[src/rtl/tx_sched_pkg.sv]
// Shared types and helpers for the TX frame scheduler: FSM state encoding,
// default widths and a generic packed-vector slice extractor.
package tx_sched_pkg;

  localparam int unsigned N_REQ_DEF      = 4;
  localparam int unsigned LEN_W_DEF      = 16;
  localparam int unsigned MAX_LEN_DEF    = 1024;
  localparam int unsigned GAP_CYCLES_DEF = 64;

  // Widest packed per-source vector the slice helper accepts.
  localparam int unsigned SLICE_VEC_W = 512;

  typedef enum logic [2:0] {
    S_IDLE,
    S_LOAD,
    S_SEND,
    S_TAIL,
    S_GAP
  } sched_state_e;

  // Returns field k (w bits wide, w <= 32) of a packed vector, zero-extended.
  function automatic logic [31:0] field_slice(input logic [SLICE_VEC_W-1:0] vec,
                                              input int unsigned k,
                                              input int unsigned w);
    logic [SLICE_VEC_W-1:0] sh;
    logic [31:0]            mask;
    sh   = vec >> (k * w);
    mask = (w >= 32) ? '1 : ((32'd1 << w) - 32'd1);
    return sh[31:0] & mask;
  endfunction

endpackage

[src/rtl/tx_rr_arbiter.sv]
// Combinational round-robin pick: first set request at or above the pointer,
// wrapping modulo N_REQ. The pointer itself lives in the parent.
module tx_rr_arbiter #(
  parameter int unsigned N_REQ = 4,
  parameter int unsigned IDX_W = 2
) (
  input  logic [N_REQ-1:0] req_i,
  input  logic [IDX_W-1:0] ptr_i,
  output logic [N_REQ-1:0] gnt_o,
  output logic [IDX_W-1:0] idx_o,
  output logic             valid_o
);

  int unsigned      cand;
  logic [IDX_W-1:0] cand_idx;

  always_comb begin
    gnt_o    = '0;
    idx_o    = '0;
    valid_o  = 1'b0;
    cand     = 0;
    cand_idx = '0;
    for (int unsigned off = 0; off < N_REQ; off++) begin
      cand     = (32'(ptr_i) + off) % N_REQ;
      cand_idx = IDX_W'(cand);
      if (!valid_o && req_i[cand_idx]) begin
        valid_o         = 1'b1;
        idx_o           = cand_idx;
        gnt_o[cand_idx] = 1'b1;
      end
    end
  end

endmodule

[src/rtl/tx_frame_sched.sv]
// Round-robin scheduler feeding one TX framing chain from N_REQ payload FIFOs:
// grant, burst the winner's bytes with its header fields held, then idle a gap.
module tx_frame_sched
  import tx_sched_pkg::*;
#(
  parameter int unsigned N_REQ      = N_REQ_DEF,
  parameter int unsigned LEN_W      = LEN_W_DEF,
  parameter int unsigned MAX_LEN    = MAX_LEN_DEF,
  parameter int unsigned GAP_CYCLES = GAP_CYCLES_DEF
) (
  input  logic               clk163m84,
  input  logic               rst,
  input  logic [N_REQ-1:0]   i_req,
  input  logic [N_REQ*LEN_W-1:0] i_len,
  input  logic [N_REQ*8-1:0] i_para_type,
  input  logic [N_REQ*8-1:0] i_idenf,
  input  logic [N_REQ*8-1:0] i_rd_data,
  input  logic               i_tx_busy,
  output logic [N_REQ-1:0]   o_rd_en,
  output logic [N_REQ-1:0]   o_grant,
  output logic [7:0]         o_data,
  output logic               o_data_valid,
  output logic [7:0]         o_para_type,
  output logic [7:0]         o_info_unit_idenf,
  output logic [N_REQ-1:0]   o_frame_done,
  output logic               o_len_err
);

  localparam int unsigned IDX_W = (N_REQ > 1) ? $clog2(N_REQ) : 1;
  localparam int unsigned GAP_W = $clog2(GAP_CYCLES + 1);

  sched_state_e     state_q;
  logic [N_REQ-1:0] grant_q, rd_en_q, done_q;
  logic [IDX_W-1:0] sel_q, ptr_q, ptr_next;
  logic             err_q, len_err_q, data_valid_q;
  logic [LEN_W-1:0] cnt_q, win_len;
  logic [7:0]       para_q, idenf_q;
  logic [GAP_W-1:0] gap_q;
  logic             win_bad;

  logic [N_REQ-1:0] arb_gnt;
  logic [IDX_W-1:0] arb_idx;
  logic             arb_valid;

  tx_rr_arbiter #(
    .N_REQ (N_REQ),
    .IDX_W (IDX_W)
  ) u_arb (
    .req_i   (i_req),
    .ptr_i   (ptr_q),
    .gnt_o   (arb_gnt),
    .idx_o   (arb_idx),
    .valid_o (arb_valid)
  );

  always_comb begin
    win_len  = LEN_W'(field_slice(SLICE_VEC_W'(i_len), 32'(arb_idx), LEN_W));
    win_bad  = (win_len == '0) || (32'(win_len) > MAX_LEN);
    ptr_next = (sel_q == IDX_W'(N_REQ - 1)) ? '0 : sel_q + 1'b1;
  end

  // Length is judged and captured together on the grant edge so the error
  // pulse lines up with LOAD and the count can never disagree with the verdict.
  always_ff @(posedge clk163m84) begin
    if (rst) begin
      state_q      <= S_IDLE;
      grant_q      <= '0;
      rd_en_q      <= '0;
      done_q       <= '0;
      len_err_q    <= 1'b0;
      err_q        <= 1'b0;
      data_valid_q <= 1'b0;
      sel_q        <= '0;
      ptr_q        <= '0;
      cnt_q        <= '0;
      gap_q        <= '0;
      para_q       <= '0;
      idenf_q      <= '0;
    end else begin
      done_q       <= '0;
      len_err_q    <= 1'b0;
      data_valid_q <= |rd_en_q;
      case (state_q)
        S_IDLE: begin
          if (arb_valid && !i_tx_busy) begin
            grant_q <= arb_gnt;
            sel_q   <= arb_idx;
            cnt_q   <= win_len;
            err_q   <= win_bad;
            state_q <= S_LOAD;
            if (win_bad) begin
              len_err_q <= 1'b1;
              done_q    <= arb_gnt;
            end
          end
        end
        S_LOAD: begin
          para_q  <= 8'(field_slice(SLICE_VEC_W'(i_para_type), 32'(sel_q), 8));
          idenf_q <= 8'(field_slice(SLICE_VEC_W'(i_idenf), 32'(sel_q), 8));
          if (err_q) begin
            grant_q <= '0;
            ptr_q   <= ptr_next;
            gap_q   <= '0;
            state_q <= S_GAP;
          end else begin
            rd_en_q <= grant_q;
            state_q <= S_SEND;
          end
        end
        S_SEND: begin
          if (cnt_q == LEN_W'(1)) begin
            rd_en_q <= '0;
            state_q <= S_TAIL;
          end else begin
            cnt_q <= cnt_q - 1'b1;
          end
        end
        S_TAIL: begin
          done_q  <= grant_q;
          grant_q <= '0;
          ptr_q   <= ptr_next;
          gap_q   <= '0;
          state_q <= S_GAP;
        end
        S_GAP: begin
          if (gap_q == GAP_W'(GAP_CYCLES - 1)) state_q <= S_IDLE;
          else gap_q <= gap_q + 1'b1;
        end
        default: state_q <= S_IDLE;
      endcase
    end
  end

  // FIFO data arrives one cycle after the pop, i.e. in the o_data_valid cycle.
  assign o_data = data_valid_q
                ? 8'(field_slice(SLICE_VEC_W'(i_rd_data), 32'(sel_q), 8)) : '0;

  assign o_rd_en           = rd_en_q;
  assign o_grant           = grant_q;
  assign o_data_valid      = data_valid_q;
  assign o_para_type       = para_q;
  assign o_info_unit_idenf = idenf_q;
  assign o_frame_done      = done_q;
  assign o_len_err         = len_err_q;

endmodule

[config.mk]
export PLATFORM = sky130hd
export DESIGN_NAME = tx_frame_sched
export DESIGN_NICKNAME = d
export VERILOG_FILES = /design/src/rtl/tx_sched_pkg.sv /design/src/rtl/tx_rr_arbiter.sv /design/src/rtl/tx_frame_sched.sv
export SDC_FILE = /design/constraint.sdc
export NUM_CORES = 1
export LEC_CHECK = 0
export ABC_AREA = 1
export CORE_ASPECT_RATIO = 2
export CORE_UTILIZATION = 46
export CTS_CLUSTER_DIAMETER = 80
export DETAILED_ROUTE_END_ITERATION = 6
export GPL_TIMING_DRIVEN = 0
export PLACE_DENSITY = 0.92
export SYNTH_ARGS = -nofsm -noshare
export SYNTH_HDL_FRONTEND = slang
export SYNTH_SLANG_ARGS = --single-unit
[constraint.sdc]
create_clock -name clk163m84 -period 5.08 [get_ports clk163m84]
set_clock_uncertainty 0.15 [all_clocks]
set_input_delay 0.508 -clock clk163m84 [delete_from_list [all_inputs] [get_ports clk163m84]]
set_output_delay 0.508 -clock clk163m84 [all_outputs]
set_load 0.02 [all_outputs]
# After elaboration in Yosys (flattened, before gate mapping)
# Cells that the tools add are included.
# W data, S select, Z words.
[classes]
add_sub_neg = 6
n_eq_ne = 14
n_bitwise = 5
reduce_logical = 29
order_cmp = 9
shifts = 4
mux = 53
[ops]
columns = ["op", "n"]
rows = [
  ["$shr A32 B5 Y8", 3],
  ["$shr A64 B6 Y16", 1],
  ["$mux W4", 10],
  ["$mux W16", 2],
  ["$pmux W16 S2", 1],
  ["$pmux W7 S3", 1],
  ["$eq A16 B1 Y1 const B", 1],
  ["$gt A16 B11 Y1 const B", 1],
  ["$logic_not A16 Y1", 1],
  ["$pmux W4 S2", 2],
  ["$sub A16 B1 Y16 const B", 1],
  ["$pmux W3 S5", 1],
  ["$reduce_and A3 Y1", 5],
  ["$mux W7", 2],
  ["$ne A2 B2 Y1 const B", 7],
  ["$mux W1", 13],
  ["$lt A2 B3 Y1 const B", 4],
  ["$mux W2", 6],
  ["$mux W3", 4],
  ["$or A4 B4 Y4", 3],
  ["$pmux W4 S3", 1],
  ["$bmux W1 S2", 4],
  ["$demux W1 S2", 4],
  ["$ge A2 B1 Y1 const B", 4],
  ["20 further kinds", 38],
]
[totals]
elab_cells = 133
in_bits = 167
regBits = 61
out_inout_bits = 38

# Logic depth before layout (Yosys ltp)
# Gate-level depths: netlist of run 1.
[depth]
word_depth = 18
depth_mapped = 20
mapped_depth_nobuf = 19

# Modules after synthesis
# A second synthesis of run 1 with hierarchy kept.
[unflattened]
cells_unflattened = 778
hier_area_um2 = 4657.0
[by_module_without_submodules]
columns = ["mod", "n_inst", "area_per_inst_um2", "cells_each"]
rows = [
  ["tx_frame_sched", 1, 4216.5, 704],
  ["tx_rr_arbiter", 1, 440.4, 74],
]

# Worst setup path after synthesis of run 1
# OpenSTA, ideal clock, no wires.
[synth_path]
path_type = "register to register"
startpoint = "register ptr_q[0]"
endpoint = "register err_q"
setup_time_ps = 132
n_path_buf = 1
path_slack_ps = 2294
stages_incl_launch_ff = 21
arrival_ps = 2504
cell_sequence = "dfxtp_1 inv_2 ha_1 inv_1 nand2_1 nand2_2 nor2_4 nand2_2 nor2_2 nand2_1 nand2_2 buf_6 nand3_1 nand2_1 nand2_1 nor2_2 nand3_1 nand2_1 nand3_2 nand2_1 a21oi_1"
[synth_via]
elab_chain_len = 15
word_cells_on_any_way = 31
cone_classes = "add/sub (3); order compare (1); shift (1); mux (16); reduce/logical (10)"
[synth_lines]
columns = ["item", "line_no", "rtl"]
rows = [
  ["start: declaration", "tx_frame_sched.sv:34", "logic [IDX_W-1:0] sel_q, ptr_q, ptr_next;"],
  ["start signal: assignment", "tx_frame_sched.sv:102", "ptr_q <= ptr_next;"],
  ["start signal: assignment", "tx_frame_sched.sv:121", "ptr_q <= ptr_next;"],
  ["parallel branches: the longest is 15 deep, another holds $add A2 B1 Y2", "n/a", ""],
  ["end signal: assignment", "tx_frame_sched.sv:89", "err_q <= win_bad;"],
  ["end: declaration", "tx_frame_sched.sv:35", "logic err_q, len_err_q, data_valid_q;"],
]
# Several ways; the timed one is not identified. The select of a mux whose other input is x is not followed.
# A chain may end at the register's enable or synchronous reset.

# Final worst setup path of run 1
[layout_path]
startpoint = "register ptr_q[0]"
endpoint = "register done_q[1] (netlist: o_frame_done[1])"
[layout_via]
elab_chain_len = 18
word_cells_on_any_way = 60
cone_classes = "add/sub (3); order compare (9); shift (1); mux (31); bitwise (3); reduce/logical (13)"
[layout_lines]
columns = ["item", "line_no", "rtl"]
rows = [
  ["parallel branches: the longest is 16 deep, another holds $add A2 B1 Y2", "n/a", ""],
  ["$mux W4 (*)", "tx_frame_sched.sv:85", "if (arb_valid && !i_tx_busy) begin"],
  ["$pmux W4 S2 (*)", "tx_frame_sched.sv:83", "case (state_q)"],
  ["end signal: assignment", "tx_frame_sched.sv:93", "done_q <= arb_gnt;"],
  ["end signal: assignment", "tx_frame_sched.sv:119", "done_q <= grant_q;"],
  ["end: declaration", "tx_frame_sched.sv:33", "logic [N_REQ-1:0] grant_q, rd_en_q, done_q;"],
]
# Mark *: on every way between the ends. The select of a mux whose other input is x is not followed.

==> results of run 1 <==
-- per-stage QoR --
step / setup slack [ns] / cell area [um^2] / util (%) / hold slack (ns) / std cells
after floorplan: 2.29 / 4540 / - / 0.267 / 732
after global placement: 1.60 / 6740 / 69.9 / 0.282 / 1067
after detailed placement: 1.58 / 6740 / 69.9 / 0.291 / 1067
after CTS: 1.56 / 7050 / 73.1 / 0.300 / 1083
after global routing: 1.29 / 7050 / 73.1 / 0.321 / 1083
final: 1.52 / 7050 / 73.1 / 0.302 / 1083
-- final timing paths --
path	startpoint	end	slack, ns
worst max-delay path	ptr_q[0]$_SDFFE_PP0P_	o_frame_done[1]$_SDFF_PP0_	1.52
worst min-delay path	gap_q[6]$_SDFFE_PP0P_	gap_q[6]$_SDFFE_PP0P_	0.30
worst max register to register	ptr_q[0]$_SDFFE_PP0P_	o_frame_done[1]$_SDFF_PP0_	1.52
worst min register to register	gap_q[6]$_SDFFE_PP0P_	gap_q[6]$_SDFFE_PP0P_	0.30
-- sequential cells by signal, indices dropped and copies added (netlist names) --
| signal | flops |
|---|---|
| err_q | 1 |
| cnt_q | 16 |
| o_rd_en | 4 |
| o_len_err | 1 |
| o_grant | 4 |
| state_q | 3 |
| o_data_valid | 1 |
| o_para_type | 8 |
| ptr_q | 2 |
| o_info_unit_idenf | 8 |
| sel_q | 2 |
| gap_q | 7 |
| o_frame_done | 4 |
-- cell usage after synthesis (6+ instances only) --
| cell type | count |
|---|---|
| nand3_1 | 58 |
| o21a_1 | 16 |
| nand4_1 | 27 |
| o22ai_1 | 18 |
| clkbuf_1 | 31 |
| nor2_1 | 105 |
| nor3_1 | 6 |
| inv_1 | 64 |
| dfxtp_1 | 61 |
| nand2_1 | 125 |
| o21ai_0 | 84 |
| ha_1 | 11 |
| nand2_2 | 6 |
| a21oi_1 | 56 |
| xor2_1 | 11 |
-- layout make-up --
type	count	area [um^2]	share of cell area, %
multi-input cells	564	2890	41.0
repair buffers	203	2030	28.8
flip-flops and latches	61	1220	17.3
clock buffers	12	267	3.78
inverters	67	251	3.57
plain buffers	40	178	2.52
well taps	132	165	2.34
clock inverters	4	45.0	0.639
-- metal layers --
| layer | global-route usage, % | up-vias | part of all wire (%) |
|---|---|---|---|
| met5 | 0 | - | 0 |
| met3 | 7.58 | 75 | 6.9 |
| li1 | - | 2913 | - |
| met1 | 24.8 | 2641 | 31 |
| met4 | 22.6 | 0 | 6.3 |
| met2 | 67.0 | 282 | 56 |
-- kinds of logic after synthesis --
group / Yosys count / synth area share (%)
compound gates: 197 / 24.6
xor+xnor: 14 / 2.70
fa+ha+maj: 11 / 3.03
buf+inv: 107 / 9.46
flops: 61 / 26.9
simple gates: 342 / 33.3
-- report_power, final --
group	internal, uW	switching (uW)
sequential	647	146
clock	417	212
combinational	1190	2140
==> qor.csv, run 1 <==
stage;metric;value;unit
outcome;status;completed;
floorplan;io_pins;205;
clock_tree;cts_buffer_depth;2;
setup_path;critPathCaptureType;register;
power;finalPower;4750;uW
cells_and_area;antennaDiodeCount;0;
drt;drt_iter0_drc;243;
synthesis;ys_warn_count;0;
setup_path;critPathArrivalTime;3.60;ns
floorplan;die_x;72.2;um
drt;routedWlPerCell;15.4;um
cells_and_area;fillers;788;
timing;slew_headroom;59.2;%
setup_path;ff2ff_path_depth;17;
synthesis;synth_ff_type;dfxtp_1;
synthesis;synth.area.top_cells;dfxtp_1 27%, nand2_1 10%, o21ai_0 9.3%;
timing;max_freq;281;MHz
cells_and_area;drive_above_1_share;4.73;%
setup_path;cp_max_fo;11;
drt;wl;16700;um
cells_and_area;syn_to_final_growth;55.3;%
timing;finalHoldViolCount;0;
grt;grt_pass1_vias;5727;
hold_path;holdPathStages;1;
grt;grt_max_degree;12;
floorplan;die_h;142;um
drt;post-route-drc-count;0;
hold_path;min_path_type;register to register;
floorplan;placementRows;51;
synthesis;postSynthCellCount;732;
power;power.density;674;nW/um^2
setup_path;slowest_delay;0.55;ns
clock_tree;clockRootBuffer;clkbuf_16;
setup_path;worstSetupPathDepth;17;
power;peakVddDrop;0.370;mV
place;dpl.hpwl;13500;um
setup_path;path_buf_inv;3;
cells_and_area;nets;1124;
timing;rsz0062_at_grt;false;
grt;grt.overflow.total;0;
place;gp_congestion;0.943;
timing;worstMarginPinSlew;0.609;ns
clock_tree;cts_setup_buffers;0;
setup_path;path_cells;inv_2, ha_1, inv_1, nand3_1, nand2_1, a21oi_1, nand2_1, nand3_2, buf_2, nand2_1, a21oi_1, nor2_1, nand2_1, nor2_1, nand3_2, nand3_1, a21oi_1;
cells_and_area;layout_commonest_cell;clkdlybuf4s50_1;
grt;track_usage;32.7;%
clock_tree;cts.sinks;61;
synthesis;ys_seq_elements;61;
timing;fin_crit;3.56;ns
timing;setup_viol;0;
drt;vias;5911;
setup_path;cpMostUsedCell;nand2_1;
synthesis;synth_edf_count;0;
drt;firstDrtPassIters;5;
clock_tree;cts_tree;yes;
grt;antenna_found_initial;0;
drt;antenna_left;0;
cells_and_area;layout_common_cells;203 x clkdlybuf4s50_1, 125 x nand2_1, 105 x nor2_1, 84 x o21ai_0, 64 x inv_1;
clock_tree;clkLatencyLatePin;0.33;ns
setup_path;worstSetupPathType;register to register;
timing;fin_tns_setup;0;ns
clock_tree;cts-buffers-inserted;9;
synthesis;synth_top_area_share;26.9;%
drt;viasPerCell;5.46;
timing;finalMaxSlewViolations;0;
power;total_leakage_power;0.00300;uW
synthesis;synth_cell_types;40;
floorplan;start_util;47.1;%
place;portBuffers;203;
clock_tree;htreeDepth;3;
setup_path;slowest_stage;dfxtp_1;
setup_path;required;5.12;ns
synthesis;synth-async-reset-ratio;0;%
floorplan;coreArea;9640;um^2
synthesis;synth_fp_nets;910;
synthesis;syn_area_per_cell;6.20;um^2
floorplan;die-area;10300;um^2
grt;grt_pass1_wl;25800;um
timing;fin_crit_sh;70.1;%
clock_tree;clkTransAtPathRegs;0.05;ns
clock_tree;cts_hold_buf;0;
setup_path;crit_family;simple AND/OR/NAND/NOR gates;
synthesis;syn-cell-area;4540;um^2
synthesis;yosysSeqAreaShare;26.9;%
setup_path;cp-start-kind;register;
synthesis;yosysTopAreaCell;dfxtp_1;
job;drv_cap;0;
clock_tree;cts_resized;0;
No activity file was read; power rests on OpenSTA's default activity.
==> run 2: changes to the inputs <==
--- a/config.mk
+++ b/config.mk
@@ -7,11 +7,11 @@
 export LEC_CHECK = 0
 export ABC_AREA = 1
 export CORE_ASPECT_RATIO = 2
-export CORE_UTILIZATION = 46
+export CORE_UTILIZATION = 43
 export CTS_CLUSTER_DIAMETER = 80
 export DETAILED_ROUTE_END_ITERATION = 6
 export GPL_TIMING_DRIVEN = 0
-export PLACE_DENSITY = 0.92
+export PLACE_DENSITY = 0.87
 export SYNTH_ARGS = -nofsm -noshare
 export SYNTH_HDL_FRONTEND = slang
 export SYNTH_SLANG_ARGS = --single-unit
==> constraint.sdc (replaced) <==
create_clock -name clk163m84 -period 3.6 [get_ports clk163m84]
set_clock_uncertainty 0.15 [all_clocks]
set_input_delay 0.36 -clock clk163m84 [delete_from_list [all_inputs] [get_ports clk163m84]]
set_output_delay 0.36 -clock clk163m84 [all_outputs]
set_load 0.02 [all_outputs]
==> run 2 against run 1 <==
Largest power group unchanged. Sequential share of layout area is essentially flat. Total power increased by 41%. Clock power up 45%. Largest cell class unchanged. Via count shrank 0.10%.
==> qor.csv, run 2 (synthesis gave the netlist of run 1 again) <==
stage;metric;value;unit;change
outcome;status;completed;;
grt;grt.overflow.total;0;;unchanged
cells_and_area;layout_common_cells;203 x clkdlybuf4s50_1, 125 x nand2_1, 105 x nor2_1, 84 x o21ai_0, 64 x inv_1;;
drt;post-route-drc-count;0;;unchanged
power;clkPwrFrac;13.6;%;+0.4 points
setup_path;path_cells;inv_2, ha_2, inv_1, nand2_1, nand2_2, nor2_4, nand3b_1, nand3_1, nand2_2, buf_6, o211ai_1, and2_1, nand2_1, nor2_1, nand3_2, nand2_1, a21oi_1;;
power;power_frac_comb;69.5;%;-0.6 points
grt;top_usage_layer;met2;;
setup_path;setup.worst_path.end;err_q$_SDFFE_PP0P_;;
timing;finalMaxSlewViolations;0;;unchanged
clock_tree;clkTransAtPathRegs;0.06;ns;about the same
grt;met2_usage;59.6;%;-7.4 points
clock_tree;cts.sinks;61;;unchanged
setup_path;critPathCaptureType;register;;
setup_path;crit_path_start;ptr_q[0]$_SDFFE_PP0P_;;
grt;antenna_found_initial;0;;unchanged
setup_path;slowest_stage;dfxtp_2;;
grt;grt_pass1_vias;5737;;+0.17%
drt;vias;5905;;-0.10%
cells_and_area;drive_above_1_share;4.95;%;+0.22 points
cells_and_area;antennaDiodeCount;0;;unchanged
timing;slew_headroom;59.9;%;+0.71 points
floorplan;die_x;74.6;um;+3.3%
setup_path;cpMostUsedCell;nand2_1;;
cells_and_area;syn_to_final_growth;55.7;%;
timing;fin_crit;3.35;ns;-0.211 ns
drt;routedWlPerCell;15.1;um;-2.2%
job;drv_cap;0;;unchanged
power;total_leakage_power;0.00300;uW;about the same
clock_tree;cts-buffers-inserted;9;;unchanged
timing;finalHoldViolCount;0;;unchanged
place;portBuffers;203;;unchanged
place;dpl.hpwl;13300;um;-1.8%
cells_and_area;nets;1124;;unchanged
cells_and_area;regMostFlops;cnt_q;;
timing;max_freq;298;MHz;+6.3%
place;place_ws;0.117;ns;-1.46 ns
drt;drt_iter0_drc;253;;+4.1%
floorplan;io_pins;205;;unchanged
setup_path;crit_family;simple AND/OR/NAND/NOR gates;;
grt;track_usage;30.3;%;-2.4 points
setup_path;slowest_delay;0.45;ns;-0.10 ns
floorplan;coreArea;10200;um^2;+6.0%
clock_tree;htreeDepth;3;;unchanged
floorplan;die-area;11000;um^2;+6.8%
setup_path;ff2ff_path_depth;17;;unchanged
setup_path;required;3.64;ns;-1.48 ns
drt;antenna_left;0;;unchanged
clock_tree;cts_tree;yes;;
power;power.density;948;nW/um^2;+41%
drt;viasPerCell;5.44;;-0.29%
drt;firstDrtPassIters;4;;-1
grt;grt_max_degree;12;;unchanged
hold_path;min_path_type;input pin to register;;
setup_path;worstSetupPathDepth;17;;unchanged
drt;wl;16400;um;-2.0%
grt;grt_pass1_wl;25400;um;-1.4%
timing;setup_viol;0;;unchanged
setup_path;cp_max_fo;11;;unchanged
setup_path;worstSetupPathType;register to register;;
setup_path;cp-start-kind;register;;
clock_tree;clkLatencyLatePin;0.33;ns;about the same
setup_path;path_buf_inv;3;;unchanged
timing;fin_tns_setup;0;ns;unchanged
power;sw_frac_of_total;51.9;%;-0.61 points
clock_tree;cts_setup_buffers;0;;unchanged
hold_path;hold_start;rst;;
floorplan;die_h;147;um;+3.4%
timing;rsz0062_at_grt;false;;
timing;fin_crit_sh;93.1;%;+23 points
power;seq_power_share;16.9;%;+0.2 points
grt;use_met1;24.0;%;-0.83 points
power;p_sw;3480;uW;+39%
timing;worstMarginPinSlew;0.601;ns;-0.00844 ns
floorplan;placementRows;52;;+2.0%
cells_and_area;largest_reg_flops;16;;unchanged
floorplan;start_util;44.4;%;-2.7 points
power;p_int;3220;uW;+43%
setup_path;r2r-start;ptr_q[0]$_SDFFE_PP0P_;;
clock_tree;cts_buffer_depth;2;;unchanged
place;gp_congestion;0.922;;-2.2%
power;peakVddDrop;0.654;mV;+77%
grt;met3_usage;7.34;%;-0.24 points
setup_path;critPathArrivalTime;3.39;ns;-0.21 ns
clock_tree;clockRootBuffer;clkbuf_16;;
setup_path;reg2reg_slack;0.25;ns;-1.27 ns
cells_and_area;layout_commonest_cell;clkdlybuf4s50_1;;
setup_path;r2r_end;err_q$_SDFFE_PP0P_;;
timing;setup_slack;0.248;ns;-1.27 ns
[run 2: power groups by stage]
stage	sequential, uW	combinational (uW)	clock [uW]
after detailed placement	1130	4540	0
after global routing	1160	5110	951
final	1130	4650	913
after global placement	1130	4480	0
after floorplan	1220	3020	0
after CTS	1120	4570	919
[run 2: what timing repair did]
action,in CTS,in global routing
hold buffers,0,0
setup endpoints to repair,0,8
gates resized for setup,0,4
[run 2: through the flow]
step	utilization [%]	cell area [um^2]	power, uW	hold WS [ns]	cells
floorplan	-	4540	4240	0.267	732
global placement	66.0	6740	5610	0.278	1070
detailed placement	66.0	6740	5680	0.295	1070
CTS	69.0	7050	6610	0.304	1085
global route	69.2	7070	7230	0.333	1085
finish	69.2	7070	6700	0.306	1085
[run 2: cell type report]
cell class / count / area (um^2)
timing repair buffer: 203 / 2030
tap: 135 / 169
clock buffer: 10 / 239
multi-input combinational: 564 / 2900
clock inverter: 5 / 75.1
fill: 920 / 3150
buffer: 40 / 178
sequential: 61 / 1220
inverter: 67 / 251
[run 2: per-layer routing]
layer / routed length, um / vias up / share of wire, %
met4: 1100 / 0 / 6.7
met5: 0 / - / 0
met1: 5070 / 2622 / 31
met3: 1080 / 79 / 6.6
li1: - / 2908 / -
met2: 9110 / 296 / 56
[run 2: worst min path at each step]
stage,endpoint,cells after the start,slack (ns)
floorplan,gap_q[6]$_SDFFE_PP0P_,1,0.27
global placement,gap_q[6]$_SDFFE_PP0P_,1,0.28
detailed placement,gap_q[6]$_SDFFE_PP0P_,1,0.29
CTS,gap_q[6]$_SDFFE_PP0P_,1,0.30
global route,gap_q[6]$_SDFFE_PP0P_,1,0.33
finish,state_q[0]$_SDFFE_PP0P_,2,0.31
==> run 3: changes to the inputs <==
--- a/config.mk
+++ b/config.mk
@@ -15,3 +15,4 @@
 export SYNTH_ARGS = -nofsm -noshare
 export SYNTH_HDL_FRONTEND = slang
 export SYNTH_SLANG_ARGS = --single-unit
+export TNS_END_PERCENT = 30
==> results of run 3 <==
Final layout, timing and power as in run 2 (identical DEF).
==> RTL edit 1, RTL diff (settings of run 2) <==
Set the package constant `LEN_W_DEF` to 64 (it was 16).
--- a/src/rtl/tx_sched_pkg.sv
+++ b/src/rtl/tx_sched_pkg.sv
@@ -3,7 +3,7 @@
 package tx_sched_pkg;
 
   localparam int unsigned N_REQ_DEF      = 4;
-  localparam int unsigned LEN_W_DEF      = 16;
+  localparam int unsigned LEN_W_DEF      = 64;
   localparam int unsigned MAX_LEN_DEF    = 1024;
   localparam int unsigned GAP_CYCLES_DEF = 64;
 
Ports: changed (resized i_len); port bits go from 205 to 397. The function was not compared with the original's and may differ.
==> RTL edit 1 against run 2 <==
  * Count of clock-buffer cells in the layout is the same
  * Combinational power grew 30%
  * Final area grew 65%
  * Synthesized area grew 84%
  * Worst setup slack lost 0.074 ns
  * Die area grew 82%
  * Total power grew 31%
  * Via count grew 80%
  * Sequential cell count grew 48
  * Critical path depth grew 5
  * Routed wire length grew 90%
  * Synthesized cell count grew 92%
==> RTL edit 1: results (changes against run 2) <==
outcome:
  status: "complete, no violations"  # unchanged
logic_synthesis:
  synth-xor-area-share: 0.01679  # was 0.02702
  syn_inst: 1402  # was 732
  synthTopCellsByArea: "dfxtp_1 26%, nand2_1 11%, nor2_1 9.2%"  # was dfxtp_1 27%, nand2_1 10%, o21ai_0 9.3%
  synth-compound-area-share: 0.1917  # was 0.2459
  synth_cell_type_count: 51  # was 40
  ys.flop_type: "dfxtp_1"  # unchanged
  yosysWarnings: 0  # unchanged
  synthesis.nets: 1771  # was 910
  synth_fa_ha_area_frac: 0.01499  # was 0.03033
  synth_common_cells: "251 x nand2_1, 205 x nor2_1, 197 x inv_1, 125 x o21ai_0, 109 x dfxtp_1"  # was 125 x nand2_1, 105 x nor2_1, 84 x o21ai_0, 64 x inv_1, 61 x dfxtp_1
  ys_seq_area_frac: 0.2614  # was 0.2691
clock_network:
  clk_latency_ns: 0.36  # was 0.33 ns
  path_clk_slew_ns: 0.07
  cts-resized-gates: 3  # was 0
  numCtsBuffers: 9  # unchanged
detailed_routing:
  avgViaCountPerCell: 5.476  # was 5.442
  wl_met1_um: 10950  # was 5073 um
  wl_met3_um: 2203  # was 1080 um
  wirelength_um: 31160  # was 16360 um
  first_iter_violations: 636  # was 253
  dr.pass1.iters: 5  # was 4
  dr_wl_met2_um: 15690  # was 9107 um
grt:
  grt_usage: 0.3059  # was 0.3033
  antenna_found_initial: 0  # unchanged
  grt_max_degree: 20  # was 12
  grt_pass1_wl_um: 47960  # was 25430 um
  grt_use_met2: 0.5583  # was 0.5959
  met1_usage: 0.2961  # was 0.2395
  grt_pass1_vias: 10300  # was 5737
  grt_util_met3: 0.05095  # was 0.07339
  globalRouteOverflowTotal: 0  # unchanged
power_and_ir_drop:
  p_leak_nw: 5.402  # was 3.004 nW
  ir_worst_vdd_mv: 0.5751  # was 0.6539 mV
min_path:
  hp-start: "gap_q[5]"  # was rst
  hold_depth: 1  # was 2
  hold_class: "register to register"  # was input pin to register
  hold_end: "gap_q[5]"  # was state_q[0]
worst_setup_path:
  r2r_cells: 22  # was 17
  cpPeakStageDelay_ns: 0.37  # was 0.45 ns
  worstPathMaxFanout: 10  # was 11
  crit_slowest_cell: "dfxtp_2"  # unchanged
  arrival_ns: 3.49  # was 3.39 ns
  critPathTopFamily: "simple AND/OR/NAND/NOR gates"  # unchanged
  reg2reg_slack_ns: 0.17  # was 0.25 ns
placed_design:
  gp_congestion: 0.9895  # was 0.9222
  dp_hpwl_um: 25180  # was 13310 um
  place_ws_ns: -0.1605  # was 0.1168 ns
  numPortBuffers: 267  # was 203
sta:
  fin_ws_ns: 0.1742  # was 0.2480 ns
  worstMarginPinSlew_ns: 0.7060  # was 0.6008 ns
final_layout:
  fillCellCount: 1781  # was 920
  drive_above_1_share: 0.04861  # was 0.04947
  largest_reg_flops: 64  # was 16
  fin_cells: 1942  # was 1085
  diodes: 0  # unchanged
  final_nets: 2051  # was 1124
RTL edit 1: metrics by stage:
stage	utilization	total power, W	hold WS, ns	instance area, um2
after floorplan	-	0.005709	0.2719	8347
after global placement	0.5992	0.007512	0.2820	11340
after detailed placement	0.5992	0.007597	0.2938	11340
after CTS	0.6151	0.008595	0.3042	11640
after global routing	0.6171	0.009431	0.3200	11680
final	0.6171	0.008776	0.3073	11680
RTL edit 1: cell type report:
cell class,instances,area [um2],area share
buffer,70,324.1,0.02775
clock buffer,10,229.0,0.01961
clock inverter,6,56.30,0.004822
inverter,205,774.5,0.06633
multi-input combinational,1018,5101,0.4369
sequential,109,2185,0.1871
tap,255,319.1,0.02733
timing repair buffer,269,2688,0.2302
RTL edit 1: report_power, final:
part / switching (W) / total [W] / internal, W / leakage, nW
clock: 0.000490 / 0.000974 / 0.000484 / 0.137
combinational: 0.00394 / 0.00604 / 0.00209 / 4.38
sequential: 0.000271 / 0.00177 / 0.00149 / 0.890
total: 0.00470 / 0.00878 / 0.00407 / 5.40
==> RTL edit 2, RTL diff (config.mk and constraints of run 2) <==
Made on the original files. Reset style: asynchronous (`rst`), changed in one clocked block.
--- a/src/rtl/tx_frame_sched.sv
+++ b/src/rtl/tx_frame_sched.sv
@@ -61,7 +61,7 @@
 
   // Length is judged and captured together on the grant edge so the error
   // pulse lines up with LOAD and the count can never disagree with the verdict.
-  always_ff @(posedge clk163m84) begin
+  always_ff @(posedge clk163m84 or posedge rst) begin
     if (rst) begin
       state_q      <= S_IDLE;
       grant_q      <= '0;
Check against the original RTL: differs if rst is asserted again (counterexample within 4 cycles, from zero or initial values and one cycle with rst high); with rst held inactive, the same outputs for 4 cycles.
==> RTL edit 2 against run 2 <==
  * Final area rose by 4.0%
  * Total power rose by 2.3%
  * Routed wire length rose by 1.4%
  * Worst setup slack got worse by 0.043 ns
  * Combinational power rose by 2%
  * Worst hold slack got worse by 0.066 ns
  * Highest routed layer unchanged
  * Sequential share of layout area rose by 3.5 points
  * Critical path depth rose by 2
  * Synthesized cell count fell by 4.5%
  * Sequential power rose by 9%
  * First-iteration DRC count rose by 3.2%
  * Fmax fell by 1.3%
  * Synthesized area rose by 6.2%
  * Sequential cell count did not move
==> RTL edit 2: results (changes against run 2) <==
final_layout:
  drive_above_1_share: 0.08587  # was 0.04947
  fillCellCount: 885  # was 920
  final_nets: 1092  # was 1124
  area_share_nonclk_buffers: 0.3049  # was 0.3127
  multi_input_area_um2: 2844  # was 2898 um2
  multi_input_gates: 535  # was 564
  nClkBuffers: 12  # was 10
sta:
  worstMarginPinSlew_ns: 0.7302  # was 0.6008 ns
  hold_ws_ns: 0.2393  # was 0.3055 ns
detailed_routing:
  dr_wl_met2_um: 9261  # was 9107 um
  via_count: 5759  # was 5905
  wl_met1_um: 5609  # was 5073 um
  first_iter_violations: 261  # was 253
  dr.pass1.iters: 5  # was 4
logic_synthesis:
  synthMuxAreaShare: 0.03739  # was 0
  synth_area_per_cell_um2: 6.893  # was 6.200 um2
  synthTopCellsByArea: "dfrtp_1 32%, nand2_1 9.4%, o21ai_0 8.5%"  # was dfxtp_1 27%, nand2_1 10%, o21ai_0 9.3%
  synth-compound-area-share: 0.1794  # was 0.2459
  ys.flop_type: "dfrtp_1"  # was dfxtp_1
  synth-xor-area-share: 0.01454  # was 0.02702
worst_setup_path:
  cp-endpoint: "err_q"  # unchanged
  worstPathMaxFanout: 10  # was 11
placed_design:
  gp_congestion: 0.9554  # was 0.9222
grt:
  grt_max_degree: 40  # was 12
  grt_pass1_vias: 5638  # was 5737
power_and_ir_drop:
  comb_power_w: 0.00476  # was 0.00465 W
  p_leak_nw: 3.226  # was 3.004 nW
  ir_worst_vdd_mv: 0.6329  # was 0.6539 mV
  power_switching_w: 0.003470  # was 0.003478 W
outcome:
  status: "complete, no violations"  # unchanged
[RTL edit 2: cell count changes in the layout (fill, tap and decap cells not counted), moves of 7 or more]
cell      change
clkbuf_1      -7
o21a_1       -14
dfxtp_1      -59
mux2_2       +16
dfrtp_1      +60
a21oi_1      -25
[RTL edit 2: worst max-delay path, stage by stage, from the launching register on]
cell,delay [ns]
dfrtp_1,0.41
buf_6,0.19
inv_8,0.07
ha_1,0.39
inv_1,0.12
nand3_1,0.09
nand2_1,0.08
a21oi_1,0.20
nand2_2,0.14
clkbuf_1,0.26
nand4_1,0.15
nand3_1,0.09
nand2_1,0.09
nand2_1,0.06
nor2_2,0.18
nand3_1,0.10
nand2_1,0.08
nand3_2,0.18
nand2_1,0.15
o21ai_1,0.07
[RTL edit 2: metal layers]
layer / track usage / vias up
met3: 0.05090 / 59
met1: 0.2477 / 2631
met2: 0.5536 / 271
li1: - / 2798
met5: 0 / -
met4: 0.1750 / 0
